### config.mk
export PLATFORM = sky130hd
export DESIGN_NAME = seq_mag_comp
export DESIGN_NICKNAME = d
export VERILOG_FILES = /design/src/rtl/seq_mag_comp.sv
export SDC_FILE = /design/constraint.sdc
export NUM_CORES = 1
export LEC_CHECK = 0
export ABC_AREA = 1
export BUFFER_PORTS_ARGS = -buffer_cell sky130_fd_sc_hd__clkbuf_2
export CAP_MARGIN = 10
export CORE_UTILIZATION = 50
export CTS_BUF_LIST = sky130_fd_sc_hd__clkbuf_4 sky130_fd_sc_hd__clkbuf_8
export CTS_CLUSTER_DIAMETER = 100
export DETAILED_ROUTE_END_ITERATION = 7
export GPL_TIMING_DRIVEN = 0
export PLACE_DENSITY = 0.85
export SLEW_MARGIN = 20
export SYNTH_ARGS = -nofsm -noshare
export SYNTH_HDL_FRONTEND = slang
export SYNTH_SLANG_ARGS = --single-unit
### constraint.sdc
create_clock -name clk -period 2.1 [get_ports clk]
set_input_delay 0.21 -clock clk [delete_from_list [all_inputs] [get_ports clk]]
set_output_delay 0.21 -clock clk [all_outputs]
set_load 0.05 [all_outputs]
### src/rtl/seq_mag_comp.sv
// -----------------------------------------------------------------------------
// seq_mag_comp
//
// Iterative unsigned magnitude comparator. On an accepted start the two
// operands are captured, then compared one 2-bit slice per clock, most
// significant slice first. The first unequal slice settles the result
// immediately. If every slice is equal, the result is "equal" after the last
// slice. Each completed compare updates the registered e/l/g flags and
// pulses done for one cycle.
//
// Parameters
//   WIDTH  operand width in bits (even, >= 2); N = WIDTH/2 slices
//
// Ports
//   clk    in   rising-edge clock
//   rst_n  in   asynchronous active-low reset
//   start  in   compare request, only looked at while idle
//   a, b   in   operands, captured on the accepted start edge
//   busy   out  high while a compare is running or just completed
//   done   out  one-cycle pulse when e/l/g have just been written
//   e/l/g  out  registered result: a == b / a < b / a > b
// -----------------------------------------------------------------------------
module seq_mag_comp #(
    parameter int WIDTH = 8
) (
    input  logic             clk,
    input  logic             rst_n,
    input  logic             start,
    input  logic [WIDTH-1:0] a,
    input  logic [WIDTH-1:0] b,
    output logic             busy,
    output logic             done,
    output logic             e,
    output logic             l,
    output logic             g
);

    localparam int N  = WIDTH / 2;
    // The slice index always needs at least one bit, even when N == 1.
    localparam int IW = (N > 1) ? $clog2(N) : 1;

    typedef enum logic [1:0] {
        ST_IDLE = 2'd0,
        ST_RUN  = 2'd1,
        ST_DONE = 2'd2
    } state_t;

    state_t           state_q, state_d;
    logic [IW-1:0]    idx_q, idx_d;
    logic [WIDTH-1:0] a_q, a_d;
    logic [WIDTH-1:0] b_q, b_d;
    logic             e_q, e_d;
    logic             l_q, l_d;
    logic             g_q, g_d;
    logic             busy_q, busy_d;
    logic             done_q, done_d;

    logic [1:0]       sa_s;
    logic [1:0]       sb_s;

    // Select slice i of v. This uses constant part-selects only, so the
    // index width never has to match the operand's bit-index width.
    function automatic logic [1:0] slice_at(input logic [WIDTH-1:0] v,
                                            input logic [IW-1:0]    i);
        logic [1:0] r;
        r = 2'b00;
        for (int s = 0; s < N; s++) begin
            if (i == IW'(s)) begin
                r = v[2*s +: 2];
            end else begin
                r = r;
            end
        end
        return r;
    endfunction

    // Current slice pair under evaluation.
    always_comb begin
        sa_s = slice_at(a_q, idx_q);
        sb_s = slice_at(b_q, idx_q);
    end

    // Next-state, datapath and output decode.
    always_comb begin
        state_d = state_q;
        idx_d   = idx_q;
        a_d     = a_q;
        b_d     = b_q;
        e_d     = e_q;
        l_d     = l_q;
        g_d     = g_q;

        case (state_q)
            ST_IDLE: begin
                if (start) begin
                    state_d = ST_RUN;
                    a_d     = a;
                    b_d     = b;
                    idx_d   = IW'(N - 1);
                end else begin
                    state_d = ST_IDLE;
                end
            end
            ST_RUN: begin
                if (sa_s > sb_s) begin
                    g_d     = 1'b1;
                    e_d     = 1'b0;
                    l_d     = 1'b0;
                    state_d = ST_DONE;
                end else if (sa_s < sb_s) begin
                    l_d     = 1'b1;
                    e_d     = 1'b0;
                    g_d     = 1'b0;
                    state_d = ST_DONE;
                end else if (idx_q == {IW{1'b0}}) begin
                    e_d     = 1'b1;
                    l_d     = 1'b0;
                    g_d     = 1'b0;
                    state_d = ST_DONE;
                end else begin
                    idx_d   = idx_q - IW'(1);
                end
            end
            ST_DONE: begin
                state_d = ST_IDLE;
            end
            default: begin
                state_d = ST_IDLE;
            end
        endcase

        // busy/done are registered alongside the state they describe.
        busy_d = (state_d != ST_IDLE);
        done_d = (state_d == ST_DONE);
    end

    // State, captured operands, slice index and registered outputs.
    always_ff @(posedge clk or negedge rst_n) begin
        if (!rst_n) begin
            state_q <= ST_IDLE;
            idx_q   <= {IW{1'b0}};
            a_q     <= {WIDTH{1'b0}};
            b_q     <= {WIDTH{1'b0}};
            e_q     <= 1'b0;
            l_q     <= 1'b0;
            g_q     <= 1'b0;
            busy_q  <= 1'b0;
            done_q  <= 1'b0;
        end else begin
            state_q <= state_d;
            idx_q   <= idx_d;
            a_q     <= a_d;
            b_q     <= b_d;
            e_q     <= e_d;
            l_q     <= l_d;
            g_q     <= g_d;
            busy_q  <= busy_d;
            done_q  <= done_d;
        end
    end

    assign busy = busy_q;
    assign done = done_q;
    assign e    = e_q;
    assign l    = l_q;
    assign g    = g_q;

endmodule

==> results of run 1 <==
==> final timing paths <==
kind                                       from              endpoint  slack, ns
max in group asynchronous                 rst_n  idx_q[0]$_DFFE_PN0P_       1.27
setup / recovery           idx_q[1]$_DFFE_PN0P_  idx_q[1]$_DFFE_PN0P_       0.12
hold / removal                             b[5]    b_q[5]$_DFFE_PN0P_       0.09
hold reg to reg              a_q[3]$_DFFE_PN0P_    a_q[3]$_DFFE_PN0P_       0.50
setup reg to reg           idx_q[1]$_DFFE_PN0P_  idx_q[1]$_DFFE_PN0P_       0.12
min in group asynchronous                 rst_n  state_q[1]$_DFF_PN0_       0.40
==> metal layers <==
layer	up-vias	GRT usage (%)	share of wire (%)	wire length, um
met5	-	0	0	0
met4	0	8.772	1.8	44
met3	5	4.348	3.8	93
met2	24	37.34	52	1272
met1	465	20.44	42	1027
li1	517	-	-	-
==> worst min-delay path, delay by kind of cell <==
kind | cells | cell delay, ns
compound gates | 1 | 0.05
buf+inv | 2 | 0.13
==> power breakdown <==
part / internal, mW / leakage [nW] / switching (mW)
Sequential: 0.716 / 0.308 / 0.163
Clock: 0.0874 / 0.0184 / 0.139
Combinational: 0.565 / 0.503 / 0.967
==> cell families (layout without fill, tap and decap cells) <==
family	count (synthesis)	after routing	share of synthesized area [%]
AND/OR/NAND/NOR	60	60	21.61
buffers and inverters	30	58	10.37
AO/OA/AOI/OAI	26	26	13.76
flip-flops	25	25	48.45
adder cells (fa/ha/maj)	6	6	5.814
==> flip-flops by register name (all words and copies together), names as in the netlist <==
signal / count
a_q: 8
idx_q: 2
busy: 1
e: 1
done: 1
l: 1
b_q: 8
g: 1
state_q: 2
==> synthesized netlist by cell type, drive strengths merged <==
cell type | number | share of area [%]
nand2 | 41 | 13
inv | 27 | 8.0
dfrtp | 25 | 48
o21ai | 16 | 9.1
nand3 | 11 | 6.0
a21oi | 6 | 2.3
ha | 6 | 5.8
nor2 | 6 | 1.7
buf | 3 | 2.3
a22oi | 2 | 1.2
nand4 | 2 | 0.97
o211ai | 2 | 1.2
==> per-stage QoR <==
| step | hold slack (ns) | utilization (%) |
|---|---|---|
| 4_1_cts | 0.07668 | 60.45 |
| 3_3_place_gp | 0.2278 | 58.82 |
| 6_report | 0.08815 | 62.49 |
| 3_5_place_dp | 0.2535 | 58.82 |
| 2_1_floorplan | -0.08559 | - |
| 5_1_grt | 0.07566 | 62.49 |
==> final cells by class <==
cell class,instances,area [um^2],share of cell area [%]
well taps,30,37.54,2.447
clock buffers,4,30.03,1.958
repair buffers,24,125.1,8.157
flip-flops and latches,25,628.1,40.95
multi-input cells,92,576.8,37.60
inverters,27,106.4,6.933
plain buffers,3,30.03,1.958
==> timing repair <==
action	in CTS	in global routing
resized for setup	0	14
hold buffers	1	0
setup endpoints to repair	0	6
hold endpoints to repair	25	0
==> results.tsv, run 1 <==
metric	value	unit
r2r_cells	12	
numCtsBuffers	3	
antenna_cells	0	
syn-cell-area	1291	um^2
syn_nets	172	
die-area	2790	um^2
synth_area_per_cell	8.784	um^2
clk_path_buf_depth	2	
min_period	1.983	ns
power	2.638	mW
hold_viol_final	0	
critical_path_depth	12	
slowest_delay	0.47	ns
fmax	0.5043	GHz
mostFrequentLayoutCells	nand2_1 (34), dfrtp_1 (23), clkbuf_2 (23)	
fin_ws	0.1171	ns
grtUsageTotal	19.79	%
drtIter0Drc	27	
drtAntennaViolNets	0	
fp-row-count	18	
critical_path_class	flip-flop to flip-flop	
cp_max_fo	5	
status	complete, no violations	
hpwl	1817	um
n_fill_cell	219	
fin_skew	0.008631	ns
pre_cts_slack	0.04859	ns
layout-drive-gt1-share	36.57	%
area_growth	18.80	%
slowest_stage	dfrtp_2	
htree_levels	1	
dp.cells	200	
min_period_over_period	94.43	%
grt_pass1_wl	3919	um
dieHeight	52.82	um
setup_viol	0	
grt_pass1_vias	1000	
slew_headroom	59.77	%
initial_utilization	52.60	%
cp_cell_sequence	inv_2 -> ha_4 -> inv_2 -> o211ai_1 -> a21oi_1 -> ha_1 -> nand2_2 -> nor2_2 -> nand3_2 -> nand2_2 -> nand2_1 -> nand2_1	
crit_family	simple AND/OR/NAND/NOR gates	
yosys_warnings	0	
clock_sinks	25	
vias	1011	
hold_path_class	input pin to flip-flop	
vias_per_cell	4.932	
cts_tree	done	
post_cts_buffers	0	
portBuffers	23	
first_pass_iters	4	
worst_pin_slew	0.6035	ns
arrival	2.25	ns
endpoint_kind	flip-flop	
clk_pin_slew	0.13	ns
layout_commonest_cell	nand2_1	
leakage	0.8292	nW
place_congestion	0.8423	
antenna_found_initial	0	
nNetsFinal	201	
wl_per_cell	11.89	um
path_buf_inv	2	
cts_root_buf	clkbuf_4	
drc_errors	0	
ys_types	19	
clock_latency	0.32	ns
io_pins	24	
ys_ff_latch	25	
cp.required	2.36	ns
globalRoute.totalOverflow	0	
whs_path_depth	3	
grt_max_degree	26	
final_cells	205	
finalSetupTns	0	ns
critPathLaunchType	flip-flop	
dpl_cell_area	1444	um^2
slew_viol_final	0	
drv_cap	0	
netlist_instances	147	
core	2455	um^2
stdcell_area	1534	um^2
max-vdd-ir-drop	0.9098	mV
wirelength	2438	um
yosysSeqAreaShare	48.45	%
die_w	52.82	um
power_density	1720	nW/um^2
Note: power is estimated with default switching activity, not from simulation.
==> run 2: changes to the inputs <==
ABC_AREA = 0   (was 1)
==> results.tsv, run 2 <==
metric	value	unit	change
initial_utilization	54.00	%	+1.4 points
ys_ff_latch	25		unchanged
vias	983		-2.8%
grt_max_degree	26		unchanged
endpoint_kind	flip-flop		
min_period_over_period	107.3	%	+13 points
syn-cell-area	1217	um^2	-5.7%
synthTopCellsByArea	dfrtp_1 (51%), mux2_2 (10%), ha_1 (6.2%)		
fin_ws	-0.1537	ns	-0.2708 ns
intPower	1.609	mW	+18%
cp_cell_sequence	buf_6 -> ha_4 -> a21oi_2 -> o21ai_1 -> a22o_1 -> ha_4 -> nand3b_4 -> or2_4 -> a311oi_2		
grt_pass1_wl	4409	um	+13%
grt_pass1_vias	993		-0.70%
wl_per_cell	16.40	um	+38%
cts_root_buf	clkbuf_4		
dieHeight	51.35	um	-2.8%
synth_area_per_cell	10.97	um^2	+25%
die_w	51.35	um	-2.8%
hold_path_class	input pin to flip-flop		
drtIter0Drc	21		-22%
leakage	0.7098	nW	-14%
p_comb_share	61.8	%	+3.7 points
final_util	69.31	%	+6.8 points
yosys_warnings	0		unchanged
clock_latency	0.32	ns	about the same
slew_viol_final	0		unchanged
cp.required	2.32	ns	-0.04 ns
setup_viol	3		+3
final_cells	171		-17%
reg.largest.list	a_q: 8 flops, b_q: 8 flops		
crit_top_cell	ha_4		
htree_levels	1		unchanged
power	2.844	mW	+7.8%
rsz0062_at_grt	yes		
drtAntennaViolNets	0		unchanged
netSwitchingPower	1.235	mW	-2.7%
hpwl	1828	um	+0.58%
antenna_cells	0		unchanged
violations	setup timing		
antenna_found_initial	0		unchanged
pre_cts_slack	-0.2457	ns	-0.2943 ns
netSwitchingFraction	43.43	%	-4.7 points
arrival	2.48	ns	+0.23 ns
layout_commonest_cell	dfrtp_1		
grtUsageTotal	23.39	%	+3.6 points
wirelength	2805	um	+15%
numCtsBuffers	3		unchanged
yosys.area.top_type_share	51.39	%	+2.9 points
synth_area_leader_cell	dfrtp_1		
critical_path_class	flip-flop to flip-flop		
worst_pin_slew	0.6017	ns	-0.001805 ns
dpl_cell_area	1403	um^2	-2.9%
clkPwrFrac	7.9	%	-0.7 points
slew_headroom	59.89	%	+0.12 points
slowest_delay	0.45	ns	-0.02 ns
synth-edff-count	0		unchanged
path_buf_inv	1		-1
cp_max_fo	8		+3
nNetsFinal	169		-16%
fmax	0.4437	GHz	-12%
mostFrequentLayoutCells	dfrtp_1 (24), clkbuf_2 (23), nand2_1 (12)		
drv_cap	0		unchanged
p_seq_share	30.4	%	-2.9 points
n_fill_cell	170		-22%
layout-drive-gt1-share	47.55	%	+11 points
synthArstFlopShare	100.0	%	unchanged
synth.most_common_cell	dfrtp_1		
dp.cells	162		-19%
hold_ws	0.08412	ns	-0.004033 ns
area_growth	28.37	%	
critPathLaunchType	flip-flop		
place_congestion	0.7741		-8.1%
max-vdd-ir-drop	1.268	mV	+39%
status	complete, but fails checks		
finalSetupTns	-0.2640	ns	-0.2640 ns
core	2255	um^2	-8.2%
synth_common_cells	dfrtp_1 (25), a21oi_1 (12), nand2_1 (12), mux2_2 (11), o21ai_0 (9)		
fp-row-count	17		-1
yosysSeqAreaShare	51.39	%	+2.9 points
synth_flop_cell	dfrtp_1		
slowest_stage	dfrtp_1		
min_period	2.254	ns	+0.2708 ns
power_density	1820	nW/um^2	+5.8%
drc_errors	0		unchanged
first_pass_iters	4		unchanged
cts_tree	done		
crit_family	compound AO/OA/AOI/OAI gates		
clk_pin_slew	0.13	ns	about the same
hold_viol_final	0		unchanged
vias_per_cell	5.749		+17%
globalRoute.totalOverflow	0		unchanged
syn_nets	136		-21%
clk_path_buf_depth	2		unchanged
ys_types	26		+7
fin_skew	0.003583	ns	-0.005048 ns
die-area	2636	um^2	-5.5%
io_pins	24		unchanged
clock_sinks	25		unchanged
netlist_instances	111		-24%
portBuffers	23		unchanged
stdcell_area	1563	um^2	+1.9%
## run 2: cell count changes in the layout (fill, tap and decap cells not counted), sizes merged, moves of 2 or more
| cell | before | now |
|---|---|---|
| nor4 | 0 | 2 |
| nand2 | 41 | 12 |
| inv | 27 | 7 |
| a22o | 0 | 3 |
| nand3 | 11 | 0 |
| nand4 | 2 | 0 |
| a21oi | 6 | 12 |
| a311oi | 0 | 2 |
| buf | 3 | 8 |
| o21ai | 16 | 9 |
| mux2 | 0 | 12 |
| and2b | 0 | 2 |
## run 2: area by class of cell
type	instances	area, um^2	share of cell area [%]
Multi-Input combinational cell	75	653.1	41.79
Clock buffer	4	30.03	1.922
Timing Repair Buffer	30	173.9	11.13
Buffer	2	15.01	0.9608
Inverter	7	28.78	1.841
Sequential cell	25	626.9	40.11
Tap cell	28	35.03	2.242
## run 2: final timing paths
check	from	endpoint	slack (ns)	cells after the start
max in group asynchronous	rst_n	idx_q[0]$_DFFE_PN0P_	1.24	2
min	a[4]	a_q[4]$_DFFE_PN0P_	0.08	3
min in group asynchronous	rst_n	b_q[0]$_DFFE_PN0P_	0.43	2
min reg2reg	b_q[3]$_DFFE_PN0P_	b_q[3]$_DFFE_PN0P_	0.53	1
max	idx_q[1]$_DFFE_PN0P_	idx_q[1]$_DFFE_PN0P_	-0.15	9
max reg2reg	idx_q[1]$_DFFE_PN0P_	idx_q[1]$_DFFE_PN0P_	-0.15	9
## run 2: kinds of logic after synthesis
group,Yosys count,synth area share (%)
and+or+nand+nor,26,11.82
adders and majority gates,6,6.166
muxes,12,11.10
buffers and inverters,11,4.008
DFF,25,51.39
AOI/OAI and AO/OA,31,15.52
## run 2: power by group through the flow
stage | registers [mW] | logic, mW | clock network (mW)
2_1_floorplan | 0.934 | 0.995 | 0
3_3_place_gp | 0.832 | 1.31 | 0
3_5_place_dp | 0.851 | 1.37 | 0
4_1_cts | 0.849 | 1.55 | 0.226
5_1_grt | 0.888 | 1.88 | 0.241
6_report | 0.863 | 1.76 | 0.224
## run 2: worst min-delay path, stage by stage
cell and delay, ns:
clkbuf_2 0.07, nand2_1 0.03, o21ai_0 0.06
## run 2: timing repair
action	in CTS	in global routing
endpoints found under the setup margin	5	7
hold buffers	1	0
resized for setup	15	9
setup buffers	4	2
pin swaps	5	3
endpoints found under the hold margin	25	0
gates cloned	0	0
## run 2: layer usage
layer | track usage (%) | share of wire (%) | wire [um] | vias up
met5 | 0 | 0 | 0 | -
met4 | 16.22 | 5.2 | 147 | 0
met3 | 3.274 | 4.8 | 135 | 17
met2 | 40.57 | 51 | 1428 | 45
met1 | 26.32 | 39 | 1093 | 470
li1 | - | - | - | 451
==> run 3: changes to the inputs <==
CORE_UTILIZATION = 40   (was 50)
PLACE_DENSITY = 0.73   (was 0.85)
TNS_END_PERCENT = 10   (was default)
==> results.tsv, run 3 (synthesis results as in run 2) <==
metric	value	unit	change
status	complete, but fails checks		
violations	setup timing		
r2r_cells	9		unchanged
setup_viol	5		+2
mostFrequentLayoutCells	dfrtp_1 (23), clkbuf_2 (23), nand2_1 (12)		
critPathLaunchType	flip-flop		
layout-drive-gt1-share	49.66	%	+2.1 points
worst_pin_slew	0.6140	ns	+0.01234 ns
final_util	56.88	%	-12 points
endpoint_kind	flip-flop		
fin_skew	0.003734	ns	+0.0001517 ns
hold_path_class	input pin to flip-flop		
die_w	57.17	um	+11%
drv_cap	0		unchanged
slew_headroom	59.06	%	-0.82 points
vias_per_cell	5.242		-8.8%
antenna_found_initial	0		unchanged
cts_tree	done		
pre_cts_slack	-0.2259	ns	+0.01977 ns
critical_path_class	flip-flop to flip-flop		
first_pass_iters	4		unchanged
hold_viol_final	0		unchanged
vias	933		-5.1%
antenna_cells	0		unchanged
core	2829	um^2	+25%
dieHeight	57.17	um	+11%
crit_start	idx_q[0]$_DFFE_PN0P_		
htree_levels	1		unchanged
reg2reg_from	idx_q[0]$_DFFE_PN0P_		
die-area	3268	um^2	+24%
clk_pin_slew	0.14	ns	about the same
endpoint	idx_q[1]$_DFFE_PN0P_		
rsz0062_at_grt	yes		
wirelength	2599	um	-7.3%
cts_root_buf	clkbuf_4		
nNetsFinal	173		+2.4%
grtUsageTotal	18.22	%	-5.2 points
cp.required	2.34	ns	+0.02 ns
grt_pass1_wl	4547	um	+3.1%
reg2reg_slack	-0.07	ns	+0.08 ns
grt_pass1_vias	947		-4.6%
stdcell_area	1609	um^2	+3.0%
drtIter0Drc	22		+4.8%
hold_path_startpoint	a[5]		
drc_errors	0		unchanged
wl_per_cell	14.60	um	-11%
grt_max_degree	26		unchanged
fmax	0.4602	GHz	+3.7%
rr_endpoint	idx_q[1]$_DFFE_PN0P_		
multi_input_area	651.9	um^2	-0.19%
hpwl	1812	um	-0.87%
n_fill_cell	226		+33%
clock_sinks	25		unchanged
io_pins	24		unchanged
portBuffers	23		unchanged
regArea	628.1	um^2	+0.20%
whs_path_depth	3		unchanged
cp_max_fo	8		unchanged
reg.largest.list	a_q: 8 flops, b_q: 8 flops		
min_period_over_period	103.5	%	-3.8 points
area_growth	32.17	%	
clk_path_buf_depth	2		unchanged
fp-row-count	19		+2
fin_ws	-0.07306	ns	+0.08064 ns
globalRoute.totalOverflow	0		unchanged
initial_utilization	43.03	%	-11 points
min_period	2.173	ns	-0.08064 ns
numCtsBuffers	3		unchanged
drtAntennaViolNets	0		unchanged
arrival	2.42	ns	-0.06 ns
power_density	1785	nW/um^2	-1.9%
slew_viol_final	0		unchanged
place_congestion	0.8009		+3.5%
max-vdd-ir-drop	0.8278	mV	-35%
power	2.873	mW	+1.0%
clock_latency	0.32	ns	about the same
leakage	0.7321	nW	+3.1%
dpl_cell_area	1406	um^2	+0.27%
run 3: how the worst min path moves through the flow:
stage	endpoint	slack, ns
after detailed placement	a_q[7]$_DFFE_PN0P_	0.26
after global routing	a_q[4]$_DFFE_PN0P_	0.07
after floorplan	a_q[0]$_DFFE_PN0P_	-0.09
after CTS	a_q[5]$_DFFE_PN0P_	0.08
final	a_q[5]$_DFFE_PN0P_	0.09
after global placement	b_q[1]$_DFFE_PN0P_	0.24
run 3: worst max-delay path, stage by stage, from the launching register on:
cell and delay [ns]:
dfrtp_2 0.47, buf_6 0.13, ha_4 0.18, a21oi_2 0.12
o21ai_1 0.08, a22o_1 0.24, ha_4 0.29, nand3b_4 0.10
or2_4 0.25, a311oi_2 0.22
run 3: layer usage:
| metal | part of all wire [%] | routed length, um | track usage (%) |
|---|---|---|---|
| met1 | 45 | 1182 | 23.60 |
| met2 | 50 | 1306 | 30.76 |
| met3 | 2.3 | 60 | 1.361 |
| met4 | 1.9 | 50 | 9.408 |
| met5 | 0 | 0 | 0 |
run 3: where the power goes:
part           switching [mW]  total (mW)  internal, mW
Clock                   0.148       0.235        0.0874
Combinational           0.889        1.78         0.891
Sequential              0.150       0.858         0.708
run 3: timing repair:
item	4_1_cts	5_1_grt
pin swaps	9	5
endpoints found under the hold margin	25	0
gates resized for setup	14	10
setup endpoints to repair	5	7
setup buffers	9	1
hold buffers	1	0
run 3: stage by stage:
stage | setup TNS (ns) | std cells | hold slack [ns]
6_report | -0.2412 | 178 | 0.08530
2_1_floorplan | 0 | 111 | -0.08559
3_5_place_dp | -0.4792 | 165 | 0.2560
5_1_grt | -0.6232 | 178 | 0.07342
3_3_place_gp | -0.1857 | 165 | 0.2361
4_1_cts | -0.1225 | 177 | 0.08010
run 3: area by class of cell:
type / count / area share, %
timing repair buffer: 34 / 13.45
inverter: 7 / 1.788
tap: 31 / 2.411
multi-input combinational: 75 / 40.51
clock buffer: 4 / 1.866
buffer: 2 / 0.9331
sequential: 25 / 39.04
